### config.mk
export PLATFORM = sky130hd
export DESIGN_NAME = wb_mem_bridge
export DESIGN_NICKNAME = d
export VERILOG_FILES = /design/src/rtl/mem_if_pkg.sv /design/src/rtl/wb_mem_bridge.sv
export SDC_FILE = /design/constraint.sdc
export NUM_CORES = 1
export LEC_CHECK = 0
export ABC_AREA = 0
export CORE_UTILIZATION = 48
export CTS_CLUSTER_SIZE = 30
export DETAILED_ROUTE_END_ITERATION = 8
export PLACE_DENSITY_LB_ADDON = 0.1
export SETUP_SLACK_MARGIN = 0.5
export SLEW_MARGIN = 20
export SYNTH_ARGS = -nofsm -noshare
export SYNTH_HDL_FRONTEND = slang
export SYNTH_SLANG_ARGS = --single-unit
### constraint.sdc
create_clock -name clk -period 4.36 [get_ports clk]
set_clock_uncertainty 0.1 [all_clocks]
set_input_delay 0.872 -clock clk [delete_from_list [all_inputs] [get_ports clk]]
set_output_delay 0.872 -clock clk [all_outputs]
set_load 0.1 [all_outputs]
### src/rtl/mem_if_pkg.sv
// Shared definitions for the byte-wide memory bridges: state encoding,
// word geometry and the big-endian lane mapping.
package mem_if_pkg;

    typedef enum logic [1:0] {
        IDLE = 2'd0,
        XFER = 2'd1,
        CAPT = 2'd2,
        ACK  = 2'd3
    } bridge_state_e;

    localparam int BYTES_PER_WORD = 4;

    // Byte k of a word lives in lane 3-k: byte 0 is the most significant lane.
    function automatic logic [1:0] lane(input logic [1:0] k);
        return 2'd3 - k;
    endfunction

endpackage

### src/rtl/wb_mem_bridge.sv
// Splits one 32-bit Wishbone classic access into four byte accesses on a
// synchronous byte-wide memory and reassembles reads into a big-endian word.
module wb_mem_bridge
    import mem_if_pkg::*;
#(
    parameter int ADDR_W = 14
) (
    input  logic              clk,
    input  logic              rst,
    input  logic              wb_cyc_i,
    input  logic              wb_stb_i,
    input  logic              wb_we_i,
    input  logic [31:0]       wb_adr_i,
    input  logic [3:0]        wb_sel_i,
    input  logic [31:0]       wb_dat_i,
    output logic [31:0]       wb_dat_o,
    output logic              wb_ack_o,
    output logic [ADDR_W-1:0] mem_adr,
    output logic [7:0]        mem_dat_o,
    input  logic [7:0]        mem_dat_i,
    output logic              mem_we,
    output logic              mem_en
);

    localparam logic [1:0] LAST_BYTE = 2'(BYTES_PER_WORD - 1);

    bridge_state_e     state_q, state_d;
    logic [1:0]        cnt_q, cnt_d;
    logic [ADDR_W-3:0] adr_q;
    logic [3:0]        sel_q;
    logic              we_q;
    logic [31:0]       dat_q;

    logic              take_req;
    logic              mem_en_d;
    logic              mem_we_d;
    logic [ADDR_W-1:0] mem_adr_d;
    logic [7:0]        mem_dat_d;
    logic              ack_d;

    logic              cap_en;
    logic [1:0]        cap_k;

    logic              unused_adr_bits;
    assign unused_adr_bits = ^{wb_adr_i[31:ADDR_W], wb_adr_i[1:0]};

    // Memory-side outputs are registered, so each state computes what the
    // memory port must show during the following cycle.
    always_comb begin
        state_d   = state_q;
        cnt_d     = cnt_q;
        take_req  = 1'b0;
        mem_en_d  = 1'b0;
        mem_we_d  = 1'b0;
        mem_adr_d = mem_adr;
        mem_dat_d = mem_dat_o;
        ack_d     = 1'b0;
        case (state_q)
            IDLE: begin
                if (wb_cyc_i && wb_stb_i) begin
                    take_req  = 1'b1;
                    state_d   = XFER;
                    cnt_d     = 2'd0;
                    mem_adr_d = {wb_adr_i[ADDR_W-1:2], 2'd0};
                    mem_en_d  = wb_sel_i[lane(2'd0)];
                    mem_we_d  = wb_we_i & wb_sel_i[lane(2'd0)];
                    mem_dat_d = wb_dat_i[8*lane(2'd0) +: 8];
                end
            end
            XFER: begin
                if (!wb_cyc_i) begin
                    state_d = IDLE;
                end else if (cnt_q == LAST_BYTE) begin
                    state_d = CAPT;
                end else begin
                    cnt_d     = cnt_q + 2'd1;
                    mem_adr_d = {adr_q, cnt_d};
                    mem_en_d  = sel_q[lane(cnt_d)];
                    mem_we_d  = we_q & sel_q[lane(cnt_d)];
                    mem_dat_d = dat_q[8*lane(cnt_d) +: 8];
                end
            end
            CAPT: begin
                if (!wb_cyc_i) begin
                    state_d = IDLE;
                end else begin
                    state_d = ACK;
                    ack_d   = 1'b1;
                end
            end
            ACK: begin
                state_d = IDLE;
            end
            default: begin
                state_d = IDLE;
            end
        endcase
    end

    // Read data arrives one cycle after its byte was issued, so the lane being
    // filled trails the issue counter by one.
    always_comb begin
        cap_en = 1'b0;
        cap_k  = 2'd0;
        if (state_q == XFER && cnt_q != 2'd0) begin
            cap_en = 1'b1;
            cap_k  = cnt_q - 2'd1;
        end else if (state_q == CAPT) begin
            cap_en = 1'b1;
            cap_k  = LAST_BYTE;
        end
    end

    always_ff @(posedge clk or posedge rst) begin
        if (rst) begin
            state_q   <= IDLE;
            cnt_q     <= 2'd0;
            adr_q     <= '0;
            sel_q     <= 4'd0;
            we_q      <= 1'b0;
            dat_q     <= 32'd0;
            wb_dat_o  <= 32'd0;
            wb_ack_o  <= 1'b0;
            mem_adr   <= '0;
            mem_dat_o <= 8'd0;
            mem_we    <= 1'b0;
            mem_en    <= 1'b0;
        end else begin
            state_q   <= state_d;
            cnt_q     <= cnt_d;
            wb_ack_o  <= ack_d;
            mem_adr   <= mem_adr_d;
            mem_dat_o <= mem_dat_d;
            mem_we    <= mem_we_d;
            mem_en    <= mem_en_d;
            if (take_req) begin
                adr_q    <= wb_adr_i[ADDR_W-1:2];
                sel_q    <= wb_sel_i;
                we_q     <= wb_we_i;
                dat_q    <= wb_dat_i;
                wb_dat_o <= 32'd0;
            end else if (cap_en && !we_q && sel_q[lane(cap_k)]) begin
                wb_dat_o[8*lane(cap_k) +: 8] <= mem_dat_i;
            end
        end
    end

endmodule

==> results.cfg <==
[timing]
finalHoldViolCount = 0
hold_slack_ps = 383
fin_ws_ps = 1100
setup_viol = 0
finalMaxSlewViolations = 0
fin_setup_tns_ps = 0
fmax_mhz = 307
max_slew_margin_pct = 32.5
min_period_over_period_pct = 74.7
period_minus_slack_ps = 3260
rsz0062_at_grt = no
worst_slew_pin_slew_ps = 1010

[synthesis]
synth_compound_area_share_pct = 5.92
synth.most_common_cell = nand2_1
synthCells = 532
yosys.area.top_type = dfrtp_1
syn_area_sq_mm = 0.00501
synth_top_family_by_area = simple AND/OR/NAND/NOR gates
synth-seq-cells = 108
ys_seq_area_share_pct = 53.9
synth.avg_cell_area_sq_um = 9.42
synth_top_area_share_pct = 53.9
synthAdderAreaFrac_pct = 1.75
synthMuxAreaShare_pct = 10.6
syn_nets = 620
async_flop_share_pct = 100
synth_ff_type = dfrtp_1
netlist_top_cells_area = dfrtp_1 (54%), nand2_1 (19%), mux2i_1 (6.6%), mux4_2 (4.0%), a31oi_1 (2.5%)
yosys.area_share.simple_pct = 24.1
synth_edf_count = 0
synth_top_cells_by_count = nand2_1 (248), dfrtp_1 (108), mux2i_1 (33)
ys_types = 37
yosysWarnings = 0
synth_xor_area_share_pct = 0

[routing]
routedLengthMet1_um = 5320
dr_wl_met2_um = 5170
top_layer = met4
firstDrtPassIters = 4
via_per_inst = 5.08
drtIter0Drc = 181
wl_um = 11200
dr_wl_met3_um = 591
avgRoutedWirePerCell_um = 14.5
detail-route-antenna-nets = 0
vias = 3936
drc = 0

[layout]
syn2layout_area_growth_pct = 29.9
drive_gt1_share_pct = 6.85
fillers = 824
fin_nets = 725
diodes = 0

[global_routing]
overflow = 0
grt_pass1_vias = 3932
grt_usage_pct = 22.5
grt_max_degree = 66
antenna_found_initial = 0
grt_pass1_wl_um = 19500

[placement]
port_buffers = 117
gp_congestion = 0.801
post-place-ws_ps = 1190
hpwl_um = 7560

[clock_tree]
cts_buffer_depth = 2
holdBufCountCts = 0
worstSkewPairLatency_ps = 370
cts_sinks = 108
h-tree-depth = 3
cts_root_buf = clkbuf_8
cts_resized = 0
cts_tree = done
cts_setup_buffers = 0
cts.reportedPaths.clkPinSlew_ps = 100
cts_made_buffers = 9

[floorplan]
die_h_um = 104
die_w_um = 104
dieArea_sq_mm = 0.0109
rows = 36
start_util_pct = 50.4
io_pins = 138
coreArea_sq_mm = 0.00995

[critical_path]
crit_path_max_fanout = 11
cp-start-kind = flop
crit_arrival_ps = 3440
criticalPathCategory = reg -> reg
cp.required_ps = 4550
worstSetupEndpointType = flop

[job]
drv_cap = 0

[power_and_ir_drop]
peakVddDrop_uv = 381
power.density_mw_per_mm2 = 546
leakagePower_uw = 0.00312

[hold_path]
hp-class = reg -> reg

[status]
status = completed
## where the power goes
group          switching, uW  leakage (uW)  internal [uW]  total, uW
clock network            338     0.0000948            257        595
logic                   1170       0.00165            484       1660
registers                110       0.00137           1190       1300
total                   1620       0.00312           1930       3550
## through the flow
step | instance area (sq um) | util [%] | instances | power, uW
2_1_floorplan | 5010 | - | 532 | 2580
3_3_place_gp | 6310 | 63.4 | 759 | 2960
3_5_place_dp | 6310 | 63.4 | 759 | 2980
4_1_cts | 6510 | 65.4 | 775 | 3580
5_1_grt | 6510 | 65.4 | 775 | 3740
6_report | 6510 | 65.4 | 775 | 3550
## sequential cells by signal (all words and copies together) (netlist names)
signal and count:
adr_q 12, dat_q 32, mem_adr 14, mem_dat_o 8
mem_en 1, mem_we 1, sel_q 4, state_q 2
wb_ack_o 1, wb_dat_o 32, we_q 1
## cell families (layout without fill, tap and decap cells)
group           count (synthesis)  after routing
mux                            42             42
buf+inv                        45            155
simple gates                  294            294
compound gates                 36             36
fa+ha+maj                       7              7
flops                         108            108
## routing by layer
layer | vias to the layer above | GRT usage [%]
li1 | 1934 | -
met1 | 1880 | 31.3
met2 | 111 | 35.8
met3 | 11 | 3.76
met4 | 0 | 8.06
met5 | - | 0
## placed cells by master (no fill, tap or decap), types with 6 or more instances in the layout
cell	synthesis	final
mux2i_1	33	33
inv_1	15	14
mux4_2	9	9
clkbuf_8	0	12
dfrtp_1	108	108
a31oi_1	20	20
buf_4	0	6
clkdlybuf4s50_1	0	117
ha_1	7	7
nand2_1	248	248
nor2_1	25	25
## critical path, cell delays in order (launching register included)
cell and delay (ps):
dfrtp_1 400, inv_1 80, ha_1 620, nor2_1 180, nand2_1 170, nand2_1 130, ha_1 340, nor3b_1 830
nand2_1 170, mux2i_1 160
## cell type report
class                           count  area, sq um  area share (%)
Multi-Input combinational cell    379         2150            33.0
Sequential cell                   108         2700            41.5
Timing Repair Buffer              124         1240            19.0
Clock inverter                      4         32.5           0.500
Clock buffer                       12          165            2.54
Inverter                           15         58.8           0.903
Tap cell                          133          166            2.56
## final timing paths
| check | from | to | slack, ps | cells past startpoint |
|---|---|---|---|---|
| max in group asynchronous | rst | sel_q[2]$_DFFE_PP0P_ | 2520 | 3 |
| hold reg to reg | dat_q[2]$_DFFE_PP0P_ | dat_q[2]$_DFFE_PP0P_ | 380 | 2 |
| min in group asynchronous | rst | wb_dat_o[3]$_DFFE_PP0P_ | 920 | 2 |
| setup reg to reg | mem_adr[1]$_DFFE_PP0P_ | wb_dat_o[3]$_DFFE_PP0P_ | 1100 | 9 |
| setup / recovery | mem_adr[1]$_DFFE_PP0P_ | wb_dat_o[3]$_DFFE_PP0P_ | 1100 | 9 |
| hold / removal | dat_q[2]$_DFFE_PP0P_ | dat_q[2]$_DFFE_PP0P_ | 380 | 2 |
(Power assumes the default switching activity.)
